`src/rtl/hls_tb_pkg.sv`:
```
// hls_tb_pkg
//   Shared definitions for the HLS run sequencer: result status codes,
//   FSM state encoding and the default per-run timeout.
package hls_tb_pkg;

  localparam int unsigned DEF_TIMEOUT_CYCLES = 32'd200_000_000;

  // ST_ABORTED is reserved for a future host-abort input; never generated.
  typedef enum logic [1:0] {
    ST_OK      = 2'd0,
    ST_TIMEOUT = 2'd1,
    ST_ABORTED = 2'd2
  } status_e;

  typedef enum logic [2:0] {
    S_IDLE   = 3'd0,
    S_DRST   = 3'd1,
    S_START  = 3'd2,
    S_WAIT   = 3'd3,
    S_REPORT = 3'd4,
    S_FINISH = 3'd5
  } state_e;

endpackage

```
`src/rtl/hls_latency_stats.sv`:
```
// hls_latency_stats
//   Min / max / total accumulator over accepted OK-run latencies.
//   Ports:
//     clock, reset   clock, async active-low reset
//     clear          return all statistics to their empty values
//     update         fold sample into the statistics this cycle
//     sample         latency of the run being accepted
//     stat_min       smallest sample, all ones when empty
//     stat_max       largest sample, 0 when empty
//     stat_total     sum of samples; RUN_W extra bits so it cannot wrap
module hls_latency_stats #(
  parameter int CYCLE_W = 32,
  parameter int RUN_W   = 8
) (
  input  logic                       clock,
  input  logic                       reset,
  input  logic                       clear,
  input  logic                       update,
  input  logic [CYCLE_W-1:0]         sample,
  output logic [CYCLE_W-1:0]         stat_min,
  output logic [CYCLE_W-1:0]         stat_max,
  output logic [CYCLE_W+RUN_W-1:0]   stat_total
);

  always_ff @(posedge clock or negedge reset) begin
    if (!reset) begin
      stat_min   <= '1;
      stat_max   <= '0;
      stat_total <= '0;
    end else if (clear) begin
      stat_min   <= '1;
      stat_max   <= '0;
      stat_total <= '0;
    end else if (update) begin
      if (sample < stat_min) stat_min <= sample;
      if (sample > stat_max) stat_max <= sample;
      stat_total <= stat_total + {{RUN_W{1'b0}}, sample};
    end
  end

endmodule

```
`src/rtl/hls_run_sequencer.sv`:
```
// hls_run_sequencer
//   Multi-run controller for a Bambu-generated accelerator. Each run resets
//   the accelerator, pulses start_port, measures latency up to done_port,
//   enforces a timeout and emits one result record over a valid/ready port.
//   Ports:
//     clock, reset           clock, async active-low reset
//     go, num_runs           batch request (sampled in IDLE only), run count
//     dut_reset              active-low reset to the accelerator
//     dut_start, dut_done    start_port pulse / done_port
//     res_valid, res_ready   result record handshake
//     res_index/status/cycles  record fields (0-based run, status code, latency)
//     busy, batch_done       batch in progress / one-cycle end-of-batch pulse
//     stat_min/max/total     latency statistics over OK runs of the last batch
module hls_run_sequencer
  import hls_tb_pkg::*;
#(
  parameter int          CYCLE_W          = 32,
  parameter int          RUN_W            = 8,
  parameter int unsigned TIMEOUT_CYCLES   = DEF_TIMEOUT_CYCLES,
  parameter int          RST_CYCLES       = 2,
  parameter bit          ABORT_ON_TIMEOUT = 1'b1
) (
  input  logic                     clock,
  input  logic                     reset,
  input  logic                     go,
  input  logic [RUN_W-1:0]         num_runs,
  output logic                     dut_reset,
  output logic                     dut_start,
  input  logic                     dut_done,
  output logic                     res_valid,
  input  logic                     res_ready,
  output logic [RUN_W-1:0]         res_index,
  output logic [1:0]               res_status,
  output logic [CYCLE_W-1:0]       res_cycles,
  output logic                     busy,
  output logic                     batch_done,
  output logic [CYCLE_W-1:0]       stat_min,
  output logic [CYCLE_W-1:0]       stat_max,
  output logic [CYCLE_W+RUN_W-1:0] stat_total
);

  localparam logic [CYCLE_W-1:0] TO       = CYCLE_W'(TIMEOUT_CYCLES);
  localparam int                 RST_W    = (RST_CYCLES > 1) ? $clog2(RST_CYCLES) : 1;
  localparam logic [RST_W-1:0]   RST_LAST = RST_W'(RST_CYCLES - 1);

  state_e             state;
  logic [RUN_W-1:0]   num_q;
  logic [RUN_W-1:0]   run_idx;
  logic [CYCLE_W-1:0] cnt;
  logic [RST_W-1:0]   rst_cnt;

  logic xfer, stats_clr, stats_upd, last_run;

  assign xfer      = (state == S_REPORT) && res_valid && res_ready;
  assign stats_clr = (state == S_IDLE) && go;
  assign stats_upd = xfer && (res_status == ST_OK);
  assign last_run  = (run_idx == num_q - 1'b1);

  always_ff @(posedge clock or negedge reset) begin
    if (!reset) begin
      state      <= S_IDLE;
      num_q      <= '0;
      run_idx    <= '0;
      cnt        <= '0;
      rst_cnt    <= '0;
      dut_reset  <= 1'b0;
      dut_start  <= 1'b0;
      res_valid  <= 1'b0;
      res_index  <= '0;
      res_status <= '0;
      res_cycles <= '0;
      busy       <= 1'b0;
      batch_done <= 1'b0;
    end else begin
      dut_start  <= 1'b0;
      batch_done <= 1'b0;
      case (state)
        S_IDLE: begin
          dut_reset <= 1'b1;
          if (go) begin
            num_q   <= num_runs;
            run_idx <= '0;
            busy    <= 1'b1;
            if (num_runs == '0) begin
              state      <= S_FINISH;
              batch_done <= 1'b1;
            end else begin
              state     <= S_DRST;
              dut_reset <= 1'b0;
              rst_cnt   <= '0;
            end
          end
        end

        S_DRST: begin
          if (rst_cnt == RST_LAST) begin
            state     <= S_START;
            dut_reset <= 1'b1;
            dut_start <= 1'b1;
            cnt       <= CYCLE_W'(1);   // the start cycle counts as latency 1
          end else begin
            rst_cnt <= rst_cnt + 1'b1;
          end
        end

        S_START: begin
          if (dut_done) begin
            state      <= S_REPORT;
            res_valid  <= 1'b1;
            res_index  <= run_idx;
            res_status <= ST_OK;
            res_cycles <= cnt;
          end else begin
            state <= S_WAIT;
            if (cnt != TO) cnt <= cnt + 1'b1;
          end
        end

        // done is checked first so a done landing on the timeout cycle wins
        S_WAIT: begin
          if (dut_done) begin
            state      <= S_REPORT;
            res_valid  <= 1'b1;
            res_index  <= run_idx;
            res_status <= ST_OK;
            res_cycles <= cnt;
          end else if (cnt == TO) begin
            state      <= S_REPORT;
            res_valid  <= 1'b1;
            res_index  <= run_idx;
            res_status <= ST_TIMEOUT;
            res_cycles <= TO;
            dut_reset  <= 1'b0;         // park a hung accelerator in reset
          end else begin
            cnt <= cnt + 1'b1;
          end
        end

        // fields are frozen here; dut_done is ignored until the next run
        S_REPORT: begin
          if (xfer) begin
            res_valid <= 1'b0;
            run_idx   <= run_idx + 1'b1;
            if ((ABORT_ON_TIMEOUT && res_status == ST_TIMEOUT) || last_run) begin
              state      <= S_FINISH;
              batch_done <= 1'b1;
            end else begin
              state     <= S_DRST;
              dut_reset <= 1'b0;
              rst_cnt   <= '0;
            end
          end
        end

        S_FINISH: begin
          busy  <= 1'b0;
          state <= S_IDLE;
        end

        default: state <= S_IDLE;
      endcase
    end
  end

  hls_latency_stats #(
    .CYCLE_W (CYCLE_W),
    .RUN_W   (RUN_W)
  ) u_stats (
    .clock      (clock),
    .reset      (reset),
    .clear      (stats_clr),
    .update     (stats_upd),
    .sample     (res_cycles),
    .stat_min   (stat_min),
    .stat_max   (stat_max),
    .stat_total (stat_total)
  );

endmodule

```
`config.mk`:
```
export PLATFORM = sky130hd
export DESIGN_NAME = hls_run_sequencer
export DESIGN_NICKNAME = d
export VERILOG_FILES = /design/src/rtl/hls_tb_pkg.sv /design/src/rtl/hls_latency_stats.sv /design/src/rtl/hls_run_sequencer.sv
export SDC_FILE = /design/constraint.sdc
export NUM_CORES = 1
export LEC_CHECK = 0
export CAP_MARGIN = 20
export CORE_MARGIN = 10
export CORE_UTILIZATION = 25
export DETAILED_ROUTE_END_ITERATION = 10
export GPL_ROUTABILITY_DRIVEN = 1
export SLEW_MARGIN = 25
export SYNTH_ARGS = -nofsm -noshare
export SYNTH_HDL_FRONTEND = slang
export SYNTH_SLANG_ARGS = --single-unit
```
`constraint.sdc`:
```
create_clock -name clock -period 5.2 [get_ports clock]
set_input_delay 0.52 -clock clock [delete_from_list [all_inputs] [get_ports clock]]
set_output_delay 0.52 -clock clock [all_outputs]
set_load 0.1 [all_outputs]
```
After elaboration in Yosys (flattened, before gate mapping)

Index checks and enable logic that the tools add are counted.

Register bits after elaboration: 203
Word-level logic and storage cells: 136

Reductions and logical operators: 29
Eq/ne operators: 21
Mux-type cells: 63
Magnitude comparators: 2
Add/subtract/negate cells: 5

Operators by type and width:

| cell                  | count |
|---|---|
| $mux 32               | 14 |
| $pmux 32 s3           | 1 |
| $mux 40               | 2 |
| $pmux 32 s2           | 1 |
| $add 40x32->40        | 1 |
| $mux 8                | 5 |
| $add 32x1->32 const B | 1 |
| $eq 32x28->1 const B  | 1 |
| $gt 32x32->1          | 1 |
| $lt 32x32->1          | 1 |
| $ne 32x28->1 const B  | 1 |
| $pmux 8 s2            | 2 |
| $mux 3                | 8 |
| $ne 2x2->1 const B    | 11 |
| $mux 1                | 20 |
| $pmux 3 s5            | 1 |
| $reduce_and 6->1      | 2 |
| $reduce_bool 2->1     | 6 |
| $reduce_bool 3->1     | 3 |
| $add 8x1->8 const B   | 1 |
| $eq 8x8->1            | 1 |
| $logic_not 8->1       | 1 |
| $reduce_and 2->1      | 4 |
| $reduce_and 4->1      | 2 |
| other kinds (19)      | 29 |

Logic depth before layout (Yosys ltp)

Depth in word-level cells: 6
Gate-level depth with buffers: 12
Depth with buffers taken out: 11

Hierarchy

A second synthesis with hierarchy kept.

Cell total of the unflattened synthesis: 1,347
Area, all modules: 12,841.1 um^2

By module, submodules not included:

| module            | cells each | area each (um^2) | times used |
|---|---|---|---|
| hls_latency_stats | 888        | 8,127.8          | 1 |
| hls_run_sequencer | 459        | 4,713.3          | 1 |

Least setup slack after synthesis

Ideal clock, no wire load.

Path type: flip-flop to flip-flop
Start point: reg res_cycles[1]
End point: reg u_stats.stat_total[25]
Buffers on the path: 0
Data required time: 5,069 ps
Arrival: 3,146 ps
Cell stages (with the launch flop): 11
Setup slack: 1,923 ps
Cells stage by stage: dfrtp_1 -> ha_1 -> a211oi_1 -> o21ai_0 -> nand4_1 -> nand3_1 -> a221o_1 -> a21oi_1 -> o21bai_1 -> and4_1 -> or3_1

Cells in the longest elaborated chain, start to end: 3

Ends and longest elaborated chain:

| element                | RTL line                 | RTL |
|---|---|---|
| from (decl)            | hls_run_sequencer.sv:34  | `output logic [CYCLE_W-1:0] res_cycles,` |
| from (signal assigned) | hls_run_sequencer.sv:112 | `res_cycles <= cnt;` |
| from (signal assigned) | hls_run_sequencer.sv:126 | `res_cycles <= cnt;` |
| $add 40x32->40         | hls_latency_stats.sv:37  | `stat_total <= stat_total + {{RUN_W{1'b0}}, sample};` |
| $mux 40                | hls_latency_stats.sv:34  | `end else if (update) begin` |
| $mux 40                | hls_latency_stats.sv:30  | `end else if (clear) begin` |
| to (signal assigned)   | hls_latency_stats.sv:37  |  |
| to (decl)              | hls_latency_stats.sv:22  | `output logic [CYCLE_W+RUN_W-1:0] stat_total` |

No other way between the ends. The select of a mux whose other input is x is not followed.
A chain may end at the register's enable or synchronous reset.

Worst setup path in the final report

Start point: reg state[1]
End point: reg u_stats.stat_total[38]

Cells in the longest elaborated chain, start to end: 5
Elaborated cells on any way between the ends: 8

Ends and longest elaborated chain:

| element                        | RTL line                | RTL |
|---|---|---|
| from (decl)                    | hls_run_sequencer.sv:46 | `state_e state;` |
| from (signal assigned)         | hls_run_sequencer.sv:61 | `state <= S_IDLE;` |
| from (signal assigned)         | hls_run_sequencer.sv:85 | `state <= S_FINISH;` |
| from (signal assigned)         | hls_run_sequencer.sv:88 | `state <= S_DRST;` |
| $eq 3x3->1                     | hls_run_sequencer.sv:54 | `assign xfer = (state == S_REPORT) && res_valid && res_ready;` |
| $logic_and 1x1->1 (2 in a row) | hls_run_sequencer.sv:54 |  |
| $logic_and 1x1->1              | hls_run_sequencer.sv:56 | `assign stats_upd = xfer && (res_status == ST_OK);` |
| $reduce_bool 2->1 (no line)    | --                      |  |

Several ways; a longest one is shown, not always the timed one.

==> impl_metrics.tcl <==
set metrics [dict create \
    grt_max_degree 108 \
    via_count 10600 \
    overflow 0 \
    die_h_um 240 \
    die_w_um 240 \
    swShare_pct 21.5 \
    start_kind "register" \
    setup_tns_ps 0 \
    clock_skew_ps 13.3 \
    crit_top_cell "and3_1" \
    p_sw_uw 722 \
    grt_busiest_layer "met2" \
    clockBufferDepth 3 \
    r2r.worst_path.cells 8 \
    pwr-share-comb_pct 1.5 \
    synth-seq-cells 202 \
    syn-cell-area_um2 12100 \
    n_antenna_cell 0 \
    ctsHoldBuffers 0 \
    critPathBufInv 0 \
    final_common_cell "dfrtp_1" \
    wl_per_cell_um 18.7 \
    ant_nets 0 \
    place_inst 2087 \
    fin_nets 1611 \
    arrival_ps 3860 \
    pwr_density_cell_nw_per_um2 222 \
    postCtsResizedCells 0 \
    start_util_pct 25.3 \
    core_area_um2 47700 \
    antenna_found_initial 2 \
    tightest_slew_ps 1100 \
    avgSynthCellArea_um2 8.83 \
    syn-num-nets 1481 \
    async_reset_ff_share_pct 100 \
    detail_route.iter0.violations 778 \
    slew_viol_final 0 \
    insertion_delay_ps 530 \
    grt_pass1_vias 10300 \
    place.gp.congestion 0.849 \
    cts.htree.levels 1 \
    io_pins 164 \
    netlist_instances 1368 \
    cap_viol_max_count 0 \
    dr.pass1.iters 5 \
    cts_made_buffers 24 \
    root_buffer "clkbuf_16" \
    layout-drive-gt1-share_pct 7.92 \
    clock_sinks 202 \
    synth-edff-count 0 \
    grt_pass1_wl_um 61400 \
    use_met3_pct 3.71 \
    finalCritPeriodShare_pct 67.0 \
    ys_types 65 \
    hold_ws_ps 115 \
    critical_path.max_fanout 12 \
    fin_total_pwr_uw 3350 \
    fill_cells 4841 \
    hp-class "in -> async" \
    setup_violations 0 \
    final_area_um2 15100 \
    synthToLayoutAreaGrowth_pct 25.2 \
    post_dp_cell_area_um2 14300 \
    synth_flop_cell "dfrtp_1" \
    intPower_uw 2630 \
    track_usage_pct 13.5 \
    place_hpwl_um 29700 \
    period_minus_slack_ps 3490 \
    outcome "complete, no violations" \
    path_cells "nor2_4 -> nand4_1 -> nor2_1 -> and3_1 -> and3_1 -> nand3_1 -> o311ai_0 -> o21ai_0" \
    yosysWarnings 0 \
    fin_cells 2131 \
    cts_setup_buffers 0 \
    route.detailed.drc 0 \
    crit_required_ps 5570 \
    slew_headroom_pct 26.2 \
    power_frac_clock_pct 51.6 \
    wirelength_um 39900 \
    rsz0062_at_grt "false" \
    path_clk_slew_ps 60 \
    use_met2_pct 21.9 \
    met1_usage_pct 17.1 \
    seqPwrFrac_pct 46.9 \
    cp_num_cells 8 \
    r2r_slack_ps 1710 \
    path_class "reg -> reg" \
    avgViaCountPerCell 4.99 \
    slowest_stage "nor2_1" \
    die-area_um2 57500 \
    crit_path_end_kind "register" \
    ys_seq_area_share_pct 42.2 \
    row_count 80 \
    cp_slowest_stage_delay_ps 820 \
    fmax_mhz 287 \
    port-buffer-count 162 \
    vdd_ir_drop_max_v 0.000261 \
    final_cell_mix "170 x dfrtp_1, 151 x nand2_1, 151 x clkdlybuf4s50_1" \
    hold_viol_final 0 \
    cpLargestDelayFamily "simple AND/OR/NAND/NOR gates" \
    leakage_uw 0.00670 \
    cts_tree "done" \
]
==> metal layers <==
metal | part of all wire [%] | vias up | routed length (um)
li1 | - | 5109 | -
met1 | 43 | 5204 | 17200
met2 | 47 | 266 | 18600
met3 | 7.6 | 57 | 3030
met4 | 2.7 | 4 | 1080
met5 | 0.075 | - | 30
==> Yosys cell counts, types with 11 or more instances <==
cell | number | area [um^2]
nand3_1 | 91 | 455
nand4_1 | 28 | 175
nand2_1 | 151 | 567
xnor2_1 | 24 | 210
a21o_1 | 46 | 345
dfstp_2 | 32 | 841
nor2_1 | 69 | 259
ha_1 | 99 | 1240
xor2_1 | 39 | 342
inv_1 | 100 | 375
dfrtp_1 | 170 | 4250
a31oi_1 | 11 | 68.8
o31ai_1 | 32 | 240
nor3_1 | 42 | 210
a21oi_1 | 93 | 465
o21ai_0 | 134 | 671
and3_1 | 12 | 75.1
clkbuf_1 | 59 | 221
==> worst paths after layout <==
kind                                     endpoint  startpoint
max                        u_stats.stat_total[38]    state[1]
min                        u_stats.stat_total[18]       reset
max reg2reg                u_stats.stat_total[38]    state[1]
min reg2reg                              num_q[7]    num_q[7]
max in group asynchronous     u_stats.stat_max[1]       reset
min in group clock                       num_q[7]    num_q[7]
==> cells by family (layout without fill, tap and decap cells) <==
kind of cell    Yosys count  after routing  share of synthesized area [%]
mux                      13             13                           1.17
compound gates          370            370                           18.4
fa+ha+maj               100            100                           10.4
simple gates            451            451                           17.9
flops                   202            202                           42.2
xor+xnor                 63             63                           4.57
buf+inv                 168            316                           5.32
other cells               1              1                         0.0310
==> power by group through the flow <==
| stage | sequential, uW | combinational (uW) | clock [uW] |
|---|---|---|---|
| floorplan | 1600 | 5.84 | 0 |
| global placement | 1600 | 51.5 | 0 |
| detailed placement | 1600 | 52.1 | 0 |
| CTS | 1570 | 52.0 | 1770 |
| global route | 1570 | 57.1 | 1850 |
| finish | 1570 | 49.2 | 1730 |
==> through the flow <==
step	setup WS (ps)	utilization (%)
final	1710	31.7
after global routing	1490	31.7
after CTS	1710	31.7
after detailed placement	1500	30.0
after global placement	1590	30.0
after floorplan	1920	-
==> sequential cells by signal, indices dropped and copies added (netlist names) <==
signal              count
u_stats.stat_total     40
u_stats.stat_max       32
res_index               8
res_status              1
res_valid               1
state                   3
run_idx                 8
rst_cnt                 1
res_cycles             32
batch_done              1
busy                    1
dut_reset               1
u_stats.stat_min       32
cnt                    32
dut_start               1
num_q                   8
==> area by class of cell <==
cell class	instances	area (um^2)	share of cell area (%)
clock inverter	10	105	0.695
multi-input combinational	998	6400	42.3
timing repair buffer	172	1680	11.1
inverter	100	375	2.48
clock buffer	34	709	4.69
sequential	202	5090	33.7
tap	615	769	5.09
No activity file was read; power rests on OpenSTA's default activity.
